File: src/rtl/bsg_manycore_host_timer_decoder.sv
// rtl/bsg_manycore_host_timer_decoder.sv - manycore-to-host timer packet decoder with timestamp FIFO
// Optional macro: BSG_MANYCORE_HOST_TIMER_DECODER_DELTA_EN adds ts_delta_o (per-entry timestamp delta).
module bsg_manycore_host_timer_decoder #(
  parameter int x_cord_width_p = 4,
  parameter int y_cord_width_p = 4,
  parameter int addr_width_p   = 16,
  parameter int data_width_p   = 32,
  parameter int timer_addr_p   = 'h3AB5,
  parameter int ts_els_p       = 4
) (
  input  logic                          clk_i,
  input  logic                          reset_i,
  input  logic                          v_i,
  output logic                          ready_o,
  input  logic [data_width_p-1:0]       data_i,
  input  logic [(data_width_p>>3)-1:0]  mask_i,
  input  logic [addr_width_p-1:0]       addr_i,
  input  logic                          we_i,
  input  logic [x_cord_width_p-1:0]     src_x_cord_i,
  input  logic [y_cord_width_p-1:0]     src_y_cord_i,
  output logic                          v_o,
  input  logic                          yumi_i,
  output logic [data_width_p-1:0]       data_o,
  output logic [(data_width_p>>3)-1:0]  mask_o,
  output logic [addr_width_p-1:0]       addr_o,
  output logic                          we_o,
  output logic [x_cord_width_p-1:0]     src_x_cord_o,
  output logic [y_cord_width_p-1:0]     src_y_cord_o,
  output logic                          ts_v_o,
  input  logic                          ts_yumi_i,
  output logic [63:0]                   ts_o,
  output logic [x_cord_width_p-1:0]     ts_x_cord_o,
  output logic [y_cord_width_p-1:0]     ts_y_cord_o,
`ifdef BSG_MANYCORE_HOST_TIMER_DECODER_DELTA_EN
  output logic [63:0]                   ts_delta_o,
`endif
  output logic                          error_o
);

  localparam int ptr_w_lp  = (ts_els_p > 1) ? $clog2(ts_els_p) : 1;
  localparam int cnt_w_lp  = $clog2(ts_els_p + 1);
  localparam int mask_w_lp = data_width_p >> 3;
  localparam logic [cnt_w_lp-1:0] ts_els_lp  = cnt_w_lp'(ts_els_p);
  localparam logic [ptr_w_lp-1:0] ptr_max_lp = ptr_w_lp'(ts_els_p - 1);

  typedef enum logic {IDLE, WAIT_HI} state_e;

  state_e                      state_r;
  logic [31:0]                 lo_r;
  logic [x_cord_width_p-1:0]   cap_x_r;
  logic [y_cord_width_p-1:0]   cap_y_r;
  logic                        error_r;

  logic                        byp_full_r;
  logic [data_width_p-1:0]     byp_data_r;
  logic [mask_w_lp-1:0]        byp_mask_r;
  logic [addr_width_p-1:0]     byp_addr_r;
  logic                        byp_we_r;
  logic [x_cord_width_p-1:0]   byp_x_r;
  logic [y_cord_width_p-1:0]   byp_y_r;

  logic [63:0]                 ts_mem   [ts_els_p];
  logic [x_cord_width_p-1:0]   ts_x_mem [ts_els_p];
  logic [y_cord_width_p-1:0]   ts_y_mem [ts_els_p];
  logic [ptr_w_lp-1:0]         wptr_r, rptr_r;
  logic [cnt_w_lp-1:0]         ts_count_r;

  logic        accept, is_timer, push, pop, load_byp;
  logic [63:0] push_ts;

  // Ready depends only on registered occupancy so upstream valid can never loop back into it.
  assign ready_o  = ~byp_full_r & (ts_count_r < ts_els_lp);
  assign accept   = v_i & ready_o;
  assign is_timer = (addr_i == addr_width_p'(timer_addr_p)) & we_i;
  assign push     = accept & is_timer & (state_r == WAIT_HI);
  assign pop      = ts_yumi_i & ts_v_o;
  assign load_byp = accept & ~is_timer;
  assign push_ts  = {data_i[31:0], lo_r};

  function automatic logic [ptr_w_lp-1:0] ptr_inc(input logic [ptr_w_lp-1:0] p);
    return (p == ptr_max_lp) ? '0 : p + 1'b1;
  endfunction

  // Two-beat timer packet assembly and sticky error on an interrupted pair.
  always_ff @(posedge clk_i) begin
    if (reset_i) begin
      state_r <= IDLE;
      lo_r    <= '0;
      cap_x_r <= '0;
      cap_y_r <= '0;
      error_r <= 1'b0;
    end else if (accept) begin
      case (state_r)
        IDLE: begin
          if (is_timer) begin
            lo_r    <= data_i[31:0];
            cap_x_r <= src_x_cord_i;
            cap_y_r <= src_y_cord_i;
            state_r <= WAIT_HI;
          end
        end
        WAIT_HI: begin
          if (!is_timer) error_r <= 1'b1;
          state_r <= IDLE;
        end
        default: state_r <= IDLE;
      endcase
    end
  end

  // One-entry bypass register for every non-timer beat.
  always_ff @(posedge clk_i) begin
    if (reset_i) begin
      byp_full_r <= 1'b0;
      byp_data_r <= '0;
      byp_mask_r <= '0;
      byp_addr_r <= '0;
      byp_we_r   <= 1'b0;
      byp_x_r    <= '0;
      byp_y_r    <= '0;
    end else if (load_byp) begin
      byp_full_r <= 1'b1;
      byp_data_r <= data_i;
      byp_mask_r <= mask_i;
      byp_addr_r <= addr_i;
      byp_we_r   <= we_i;
      byp_x_r    <= src_x_cord_i;
      byp_y_r    <= src_y_cord_i;
    end else if (yumi_i) begin
      byp_full_r <= 1'b0;
    end
  end

  // Timestamp FIFO storage and pointers; a push is only possible when not full.
  always_ff @(posedge clk_i) begin
    if (reset_i) begin
      wptr_r     <= '0;
      rptr_r     <= '0;
      ts_count_r <= '0;
    end else begin
      if (push) begin
        ts_mem[wptr_r]   <= push_ts;
        ts_x_mem[wptr_r] <= cap_x_r;
        ts_y_mem[wptr_r] <= cap_y_r;
        wptr_r           <= ptr_inc(wptr_r);
      end
      if (pop) rptr_r <= ptr_inc(rptr_r);
      if (push && !pop)      ts_count_r <= ts_count_r + 1'b1;
      else if (pop && !push) ts_count_r <= ts_count_r - 1'b1;
    end
  end

`ifdef BSG_MANYCORE_HOST_TIMER_DECODER_DELTA_EN
  logic [63:0] prev_ts_r;
  logic        prev_v_r;
  logic [63:0] delta_mem [ts_els_p];

  // Delta against the previously pushed timestamp; the first one after reset reports zero.
  always_ff @(posedge clk_i) begin
    if (reset_i) begin
      prev_ts_r <= '0;
      prev_v_r  <= 1'b0;
    end else if (push) begin
      delta_mem[wptr_r] <= prev_v_r ? (push_ts - prev_ts_r) : 64'd0;
      prev_ts_r         <= push_ts;
      prev_v_r          <= 1'b1;
    end
  end

  assign ts_delta_o = delta_mem[rptr_r];
`endif

  assign v_o          = byp_full_r;
  assign data_o       = byp_data_r;
  assign mask_o       = byp_mask_r;
  assign addr_o       = byp_addr_r;
  assign we_o         = byp_we_r;
  assign src_x_cord_o = byp_x_r;
  assign src_y_cord_o = byp_y_r;

  assign ts_v_o       = (ts_count_r != '0);
  assign ts_o         = ts_mem[rptr_r];
  assign ts_x_cord_o  = ts_x_mem[rptr_r];
  assign ts_y_cord_o  = ts_y_mem[rptr_r];
  assign error_o      = error_r;

endmodule
File: config.mk
export PLATFORM = sky130hd
export DESIGN_NAME = bsg_manycore_host_timer_decoder
export DESIGN_NICKNAME = d
export VERILOG_FILES = /design/src/rtl/bsg_manycore_host_timer_decoder.sv
export SDC_FILE = /design/constraint.sdc
export NUM_CORES = 1
export LEC_CHECK = 0
export BUFFER_PORTS_ARGS = -buffer_cell sky130_fd_sc_hd__buf_4
export CORE_MARGIN = 2
export CORE_UTILIZATION = 55
export DETAILED_ROUTE_END_ITERATION = 10
export GPL_TIMING_DRIVEN = 0
export PLACE_DENSITY = 0.87
export SYNTH_ARGS = -nofsm -noshare
export SYNTH_HDL_FRONTEND = slang
export SYNTH_SLANG_ARGS = --single-unit
File: constraint.sdc
create_clock -name clk_i -period 8.9 [get_ports clk_i]
set_input_delay 1.78 -clock clk_i [delete_from_list [all_inputs] [get_ports clk_i]]
set_output_delay 1.78 -clock clk_i [all_outputs]
set_load 0.005 [all_outputs]
== After elaboration in Yosys (flattened, before gate mapping) ==
Memory sizes are Yosys's and may differ from the RTL's. A register that Yosys moved wholly into a read port is not among the register bits.
Index checks and enable logic that the tools add are counted.
W data, S select, Z words.

* Memories kept: 3
* Memory bits (writable): 288
* Logic and storage cells: 62
* Flip-flop bits (word level): 111
* Input port bits: 66
* Output and inout bits: 137

* Muxes and demuxes: 17
* Reductions and logical operators: 9
* Magnitude comparators: 1
* Eq/ne operators: 3
* Bitwise logic cells: 10
* Add/sub/neg operators: 4

{| class="wikitable"
|+ Memories
! memory !! depth !! bits a word !! read ports !! clocked after memory_dff !! wr ports !! RTL line !! text
|-
| ts_mem || 4 || 64 || 1 || 1 || 1 || 62 || <nowiki>logic [63:0] ts_mem [ts_els_p];</nowiki>
|-
| ts_x_mem || 4 || 4 || 1 || 1 || 1 || 63 || <nowiki>logic [x_cord_width_p-1:0] ts_x_mem [ts_els_p];</nowiki>
|-
| ts_y_mem || 4 || 4 || 1 || 1 || 1 || 64 || <nowiki>logic [y_cord_width_p-1:0] ts_y_mem [ts_els_p];</nowiki>
|}

{| class="wikitable"
|+ Operators by type and width
! kind !! number
|-
| $eq A16 B14 Y1 const B || 1
|-
| $mux W2 || 8
|-
| $and A1 B1 Y1 || 7
|-
| $mux W1 || 6
|-
| $mux W3 || 2
|-
| $reduce_and A3 Y1 || 2
|-
| $add A2 B1 Y2 const B || 2
|-
| $eq A2 B2 Y1 const B || 2
|-
| $reduce_bool A2 Y1 || 2
|-
| $add A3 B1 Y3 const B || 1
|-
| $lt A3 B3 Y1 const B || 1
|-
| $not A1 Y1 || 3
|-
| $reduce_bool A3 Y1 || 1
|-
| $sub A3 B1 Y3 const B || 1
|-
| $logic_and A1 B1 Y1 || 2
|-
| $logic_not A1 Y1 || 2
|-
| $pmux W1 S2 || 1
|}

== Longest topological paths before layout ==
Gate-level depths: netlist (run 1).

* Depth in word-level cells: 9
* Mapped depth: 11
* Depth with buffers taken out: 9

== Least setup slack after synthesis (run 1) ==
Ideal clock, no wire load.

* Path kind: input to register
* Start point: input addr_i[6]
* End point: memory ts_mem[0][0], enable pin
* Arrival time: 4504 ps
* Library setup time: 438 ps
* Stages on the path: 4
* Setup slack: 3958 ps
* Data required time: 8462 ps
* Path buffers: 0
* Cell sequence: nand4bb_1 > or4_1 > nor3_2 > and2_1

* Cells in the longest elaborated chain, start to end: 7

{| class="wikitable"
|+ Ends and longest elaborated chain
! what !! RTL line !! text
|-
| from (decl) || 17 || <nowiki>input logic [addr_width_p-1:0] addr_i,</nowiki>
|-
| $eq A16 B14 Y1 || 74 || <nowiki>assign is_timer = (addr_i == addr_width_p'(timer_addr_p)) & we_i;</nowiki>
|-
| $and A1 B1 Y1 || 74 ||
|-
| $and A1 B1 Y1 (2 in a row) || 75 || <nowiki>assign push = accept & is_timer & (state_r == WAIT_HI);</nowiki>
|-
| $mux W1 || 141 || <nowiki>if (push) begin</nowiki>
|-
| $mux W1 || 136 || <nowiki>if (reset_i) begin</nowiki>
|-
| $mux W1 (not written as such) || 142 || <nowiki>ts_mem[wptr_r] <= push_ts;</nowiki>
|-
| to (decl) || 62 ||
|}

No other way between the ends.

==> results of run 1 <==
## registers in the layout (all words and copies together) (netlist names), 2 cells and up, named ones only
| name | flops |
|---|---|
| addr_o | 16 |
| cap_x_r | 4 |
| cap_y_r | 4 |
| data_o | 32 |
| lo_r | 32 |
| mask_o | 4 |
| rptr_r | 2 |
| src_x_cord_o | 4 |
| src_y_cord_o | 4 |
| ts_count_r | 3 |
| ts_mem | 256 |
| ts_x_mem | 16 |
| ts_y_mem | 16 |
| wptr_r | 2 |
## final timing paths
check | depth (start not counted) | to
worst max register to register | 11 | ts_count_r[2]
worst min-delay path | 1 | error_o
worst min register to register | 1 | error_o
worst max-delay path | 4 | ts_o[62]
## stage by stage
stage / cell area [µm²] / hold WS, ns
finish: 19570 / 0.4827
global route: 19570 / 0.4986
floorplan: 16160 / 0.4507
CTS: 19570 / 0.4821
detailed placement: 18270 / 0.4640
global placement: 18150 / 0.4363
## cell type report
class,instances,area (µm²)
plain buffers,76,420.4
clock buffers,56,1122
clock inverters,17,178.9
fillers,1938,9284
inverters,5,18.77
multi-input cells,600,4823
flip-flops and latches,401,10910
well taps,384,480.5
repair buffers,205,1619
## placed cells by master (no fill, tap or decap), drive strengths merged, types with 4 or more instances in the layout
| cell | count |
|---|---|
| nand2 | 98 |
| a21oi | 67 |
| nand2b | 96 |
| clkinv | 10 |
| nor2 | 101 |
| ha | 6 |
| edfxtp | 288 |
| nand3 | 4 |
| o311ai | 54 |
| a211oi | 5 |
| inv | 7 |
| buf | 238 |
| mux2i | 41 |
| dfxtp | 113 |
| and3 | 19 |
| nor3 | 7 |
| or3 | 4 |
| and2 | 4 |
| mux4 | 72 |
| clkbuf | 99 |
## worst register-to-register path: stages, from the launching register on
cell and delay, ns:
dfxtp_1 0.36, or3b_1 0.39, buf_2 0.21, buf_2 0.23
nor2_1 0.20, and3_1 0.20, ha_1 0.19, inv_1 0.06
fa_1 0.37, xor2_1 0.18, or3_1 0.32, a21oi_1 0.14
## metal layers
layer	vias to the layer above	part of all wire, %
met4	0	3.0
met2	573	50
li1	4603	-
met1	5256	39
met3	67	7.9
met5	-	0
## power groups by stage
stage | clock network (W) | logic [W] | registers [W]
global placement | 0 | 0.000813 | 0.00217
finish | 0.00167 | 0.000838 | 0.00213
global route | 0.00176 | 0.000902 | 0.00214
detailed placement | 0 | 0.000838 | 0.00217
CTS | 0.00169 | 0.000845 | 0.00213
floorplan | 0 | 0.000470 | 0.00216
## cell families after synthesis
logic type                 Yosys count  share of synthesized area [%]
xor gates and xnor gates             2                         0.1084
buffers and inverters               81                          2.717
muxes                              113                          12.57
DFF                                401                          67.50
AOI/OAI and AO/OA                  133                          5.713
adders and majority gates            7                         0.5883
and+or+nand+nor                    345                          10.80
==> impl_metrics.csv, run 1 <==
group,metric,value,unit
synth,ys_top_cells_by_count,"edfxtp_1 (288), dfxtp_1 (113), nor2_1 (99)",
synth,synthesis.nets,1155,
timing,tns,0,ns
grt,grt_use_met3,4.437,%
grt,grt_pass1_vias,10489,
routing,vias_per_cell,6.020,
placed_design,hpwl,26630,µm
pwr,powerDensity,237.2,nW/µm²
clock_tree,cts.repair.resized,0,
placed_design,dp_cells,1671,
routing,wl,40460,µm
synth,synth-edff-count,288,
timing,drv_slew,0,
synth,netlist_instances,1082,
worst_setup_path,crit_chain,"clkbuf_1, clkbuf_1, mux4_2, buf_4",
grt,grt_pass1_wl,61000,µm
timing,fmax,0.2203,GHz
routing,post_drt_wl_per_cell,23.20,µm
clock_tree,cts-root-buf,"clkbuf_16",
finish,layout-drive-gt1-share,28.09,%
synth,synth_cell_types,46,
clock_tree,path_clk_slew,0.06,ns
routing,drtAntennaViolNets,0,
finish,syn_to_final_growth,21.10,%
grt,grt_usage,26.11,%
synth,ys_seq_area_share,67.50,%
pwr,p_leak,6.382,nW
worst_setup_path,cpPeakStageDelay,0.66,ns
synth,avgSynthCellArea,14.94,µm²
worst_setup_path,end_kind,"output pin",
finish,post-route-util,67.83,%
timing,worst_pin_slew,0.8744,ns
grt,grt_max_degree,52,
worst_setup_path,critPathRequiredTime,7.12,ns
worst_setup_path,r2r_slack,5.98,ns
timing,slew_headroom,41.71,%
pwr,sequentialPowerShare,45.9,%
clock_tree,clock-sinks,401,
synth,yosysMostFrequentCell,"edfxtp_1",
routing,drt_iter0_drc,1145,
timing,rsz0062_at_grt,"false",
worst_setup_path,path_buf_inv,3,
synth,synth_area_leaders,"edfxtp_1 (54%), dfxtp_1 (14%), mux4_2 (10%), nand2b_1 (3.7%), o311ai_1 (2.9%)",
grt,grt.busiest_layer,"met2",
synth,synth_largest_area_cell,"edfxtp_1",
floorplan,io_pins,203,
clock_tree,worst_skew_pair.late_latency,0.53,ns
worst_setup_path,cpLargestDelayFamily,"buffers and inverters",
synth,yosys_warnings,0,
hold_path,worstHoldStart,"error_o",
floorplan,dieArea,30770,µm²
floorplan,die_h,175.4,µm
clock_tree,cts_buffers,40,
placed_design,globalplace.congestion,0.8499,
run_status,status,"finished, final reports clean",
worst_setup_path,start_kind,"flip-flop",
timing,final-setup-viol-count,0,
timing,min_period_over_period,51.00,%
routing,vias,10499,
worst_setup_path,cp_max_fo,10,
clock_tree,cts_setup_buffers,0,
synth,synth.top_cell.area_share,53.51,%
worst_setup_path,path_class,"flip-flop to output pin",
grt,grtUsageMet1,34.81,%
floorplan,num_rows,62,
placed_design,place_ws,4.313,ns
floorplan,initial_core_util,56.01,%
pwr,irDropWorstVdd,0.1428,mV
pwr,combPwrFrac,18.0,%
synth,ys.flop_type,"edfxtp_1",
synth,synth-seq-cells,401,
pwr,power,0.004644,W
worst_setup_path,cp.arrival,2.76,ns
pwr,p_clk_share,36.0,%
worst_setup_path,worst_path_max_delay_cell,"clkbuf_1",
floorplan,core_area,28860,µm²
grt,grt_overflow,0,
synth,syn_area,16160,µm²
timing,period_minus_slack,4.539,ns
clock_tree,htree_levels,2,
timing,hold_viol,0,
clock_tree,tritoncts,"built",
finish,final_nets,1402,
floorplan,die_w,175.4,µm
finish,n_antenna_cell,0,
clock_tree,cts_buffer_depth,3,
hold_path,hp-class,"flip-flop to flip-flop",
routing,drc,0,
worst_setup_path,r2r-start,"ts_count_r[2]",
grt,grtUsageMet2,44.14,%
flow_run,drv_cap,0,
clock_tree,hold_buffers,0,
grt,antenna_found_initial,0,
pwr,p_sw,0.001190,W
synth,synthArstFlopShare,0,%
worst_setup_path,cpMostUsedCell,"clkbuf_1",
pwr,internal-power,0.003454,W
pwr,p_sw_share,25.63,%
finish,fin_cells,1744,
timing,clock_skew,0.01649,ns
routing,dr.pass1.iters,5,
placed_design,port-buffer-count,201,
timing,timing.final.ws_setup,4.361,ns
(Power assumes the default switching activity.)
==> run 2: changes to the inputs <==
--- a/config.mk
+++ b/config.mk
@@ -5,9 +5,10 @@
 export SDC_FILE = /design/constraint.sdc
 export NUM_CORES = 1
 export LEC_CHECK = 0
+export ABC_AREA = 1
 export BUFFER_PORTS_ARGS = -buffer_cell sky130_fd_sc_hd__buf_4
 export CORE_MARGIN = 2
-export CORE_UTILIZATION = 55
+export CORE_UTILIZATION = 52
 export DETAILED_ROUTE_END_ITERATION = 10
 export GPL_TIMING_DRIVEN = 0
 export PLACE_DENSITY = 0.87
==> constraint.sdc (replaced) <==
create_clock -name clk_i -period 4 [get_ports clk_i]
set_input_delay 0.8 -clock clk_i [delete_from_list [all_inputs] [get_ports clk_i]]
set_output_delay 0.8 -clock clk_i [all_outputs]
set_load 0.005 [all_outputs]
==> impl_metrics.csv, run 2 <==
group,metric,value,unit
run_status,status,"finished, final reports clean",
grt,grt_pass1_wl,66830,µm
worst_setup_path,crit_chain,"clkbuf_1, inv_1, clkbuf_1, o21ai_0, o22ai_1, buf_4",
pwr,internal-power,0.007784,W
clock_tree,cts_buffers,39,
worst_setup_path,start_kind,"flip-flop",
worst_setup_path,worst_r2r_endpoint,"ts_mem[2][14]",
timing,drv_slew,0,
routing,post_drt_wl_per_cell,20.51,µm
finish,max_flop_register,"ts_mem",
finish,syn_to_final_growth,22.48,%
finish,design_area,19330,µm²
worst_setup_path,cpPeakStageDelay,0.65,ns
synth,synth_compound_gate_area_share,9.799,%
synth,netlist_instances,1490,
timing,period_minus_slack,3.785,ns
clock_tree,path_clk_slew,0.06,ns
routing,drc,0,
pwr,p_sw_share,29.43,%
pwr,combPwrFrac,24.6,%
grt,grt_overflow,0,
timing,rsz0062_at_grt,"false",
synth,yosys.area_share.simple,13.98,%
finish,largest_register_ffs,256,
pwr,powerDensity,570.6,nW/µm²
finish,fin_cells,2165,
flow_run,drv_cap,0,
worst_setup_path,cpLargestDelayFamily,"buffers and inverters",
hold_path,hp-class,"primary input to flip-flop",
floorplan,die_w,178.2,µm
pwr,p_sw,0.003246,W
grt,grt_usage,27.79,%
timing,slew_headroom,37.15,%
synth,ys_seq_area_share,69.13,%
timing,hold_ws,0.4681,ns
synth,syn_area,15780,µm²
clock_tree,cts_buffer_depth,3,
synth,yosysMostFrequentCell,"edfxtp_1",
worst_setup_path,critPathRequiredTime,3.20,ns
timing,worst_pin_slew,0.9406,ns
worst_setup_path,endpoint,"ts_x_cord_o[2]",
floorplan,initial_core_util,52.97,%
clock_tree,tritoncts,"built",
worst_setup_path,cpMostUsedCell,"clkbuf_1",
floorplan,dieArea,31760,µm²
grt,grt_max_degree,28,
worst_setup_path,reg2reg_depth,7,
routing,vias_per_cell,5.794,
finish,fill_cells,2108,
synth,avgSynthCellArea,10.59,µm²
worst_setup_path,cp.arrival,2.99,ns
clock_tree,worst_skew_pair.late_latency,0.53,ns
floorplan,io_pins,203,
finish,final_nets,1816,
timing,fmax,0.2642,GHz
routing,drtAntennaViolNets,0,
clock_tree,cts-root-buf,"clkbuf_16",
floorplan,num_rows,63,
worst_setup_path,r2r-start,"v_o",
synth,synth_largest_area_cell,"edfxtp_1",
synth,synthesis.nets,1563,
worst_setup_path,path_buf_inv,4,
worst_setup_path,r2r_slack,1.01,ns
timing,hold_viol,0,
placed_design,dpl_cell_area,18050,µm²
synth,yosys_warnings,0,
placed_design,port-buffer-count,202,
synth,ys_top_cells_by_count,"edfxtp_1 (288), nor2_1 (264), inv_1 (158)",
placed_design,place_ws,0.3464,ns
routing,drt_iter0_drc,1752,
timing,clock_skew,0.01522,ns
finish,final_cell_mix,"edfxtp_1 (288), nor2_1 (260), buf_4 (204), inv_1 (158), nand2_1 (156)",
finish,post-route-util,64.88,%
worst_setup_path,path_class,"flip-flop to output pin",
pwr,irDropWorstVdd,0.3433,mV
pwr,sequentialPowerShare,42.0,%
synth,synth_top_family_by_area,"simple AND/OR/NAND/NOR gates",
clock_tree,cts_setup_buffers,0,
synth,synth-seq-cells,401,
timing,timing.final.ws_setup,0.2147,ns
routing,wl,44410,µm
synth,synth_cell_types,25,
synth,synth-edff-count,288,
synth,synth_area_leaders,"edfxtp_1 (55%), dfxtp_1 (14%), nor2_1 (6.3%), o21ai_0 (4.8%), inv_1 (3.8%)",
synth,synth_xor_area_share,0,%
worst_setup_path,end_kind,"output pin",
clock_tree,clock-sinks,401,
timing,final-setup-viol-count,0,
clock_tree,hold_buffers,0,
synth,synthMuxAreaShare,0,%
routing,dr.pass1.iters,6,
grt,antenna_found_initial,1,
floorplan,core_area,29800,µm²
clock_tree,cts.repair.resized,0,
placed_design,globalplace.congestion,0.8419,
pwr,p_clk_share,33.4,%
clock_tree,htree_levels,2,
placed_design,hpwl,29150,µm
pwr,p_leak,7.673,nW
synth,synthArstFlopShare,0,%
routing,vias,12544,
synth,synth_fa_ha_area_share,0.6025,%
timing,min_period_over_period,94.63,%
placed_design,dp_cells,2092,
synth,synth.top_cell.area_share,54.80,%
worst_setup_path,cp.depth,6,
floorplan,die_h,178.2,µm
worst_setup_path,cp_max_fo,10,
worst_setup_path,worst_path_max_delay_cell,"clkbuf_1",
grt,grt_pass1_vias,12256,
finish,layout_commonest_cell,"edfxtp_1",
finish,layout-drive-gt1-share,17.64,%
synth,ys.flop_type,"edfxtp_1",
## run 2: cell count changes in the layout (fill, tap and decap cells not counted), sizes merged, moves of 13 or more
cell,delta
nand4,+40
nor2,+166
and3,-18
nand3,+61
inv,+155
mux4,-72
buf,+13
nand2b,-96
o21ai,+148
mux2i,-41
o22ai,+72
nand2,+59
o311ai,-54
## run 2: final cells by class
class	count	area, µm²	area share, %
antenna	1	2.502	0.01295
buffer	99	424.2	2.194
clock buffer	46	1022	5.288
clock inverter	26	259.0	1.340
inverter	160	600.6	3.107
multi-input combinational	830	3877	20.06
sequential	401	10910	56.44
tap	390	488.0	2.524
timing repair buffer	212	1747	9.036
## run 2: cells by family after synthesis
family / count (synthesis)
AOI/OAI and AO/OA: 290
adders and majority gates: 7
buffers and inverters: 259
DFF: 401
and+or+nand+nor: 533
## run 2: per-stage QoR
stage / TNS [ns] / total power [W]
after floorplan: -258.41 / 0.005953
after global placement: -1018.85 / 0.007281
after detailed placement: 0 / 0.007358
after CTS: 0 / 0.01100
after global routing: 0 / 0.01142
final: 0 / 0.01103
## run 2: worst min-delay path by stage
stage	cells past startpoint	slack, ns	to	startpoint
floorplan	2	0.44	we_o	we_o
global placement	2	0.44	we_o	we_o
detailed placement	2	0.47	we_o	we_o
CTS	2	0.46	v_o	reset_i
global route	2	0.46	error_o	reset_i
finish	2	0.47	v_o	reset_i
## run 2: power by group through the flow
stage / registers [W] / clock network (W) / logic, W
final: 0.00463 / 0.00369 / 0.00271
after global routing: 0.00464 / 0.00386 / 0.00293
after CTS: 0.00463 / 0.00369 / 0.00268
after detailed placement: 0.00471 / 0 / 0.00265
after global placement: 0.00470 / 0 / 0.00258
after floorplan: 0.00471 / 0 / 0.00125
## run 2: worst reg2reg max path, cell delays in order (launching register included)
cell and delay [ns]:
dfxtp_1 0.32, nor2_1 0.15, nand2_1 0.19, nor2_1 0.26, nand4_1 0.43, nor2_4 0.79, buf_12 0.28, buf_12 0.24
## run 2: routing by layer
layer / global-route usage, % / vias to the layer above / share of wire (%)
met4: 12.77 / 0 / 4.5
met5: 0 / - / 0
li1: - / 5601 / -
met1: 34.73 / 5927 / 35
met2: 45.88 / 871 / 48
met3: 6.820 / 145 / 12
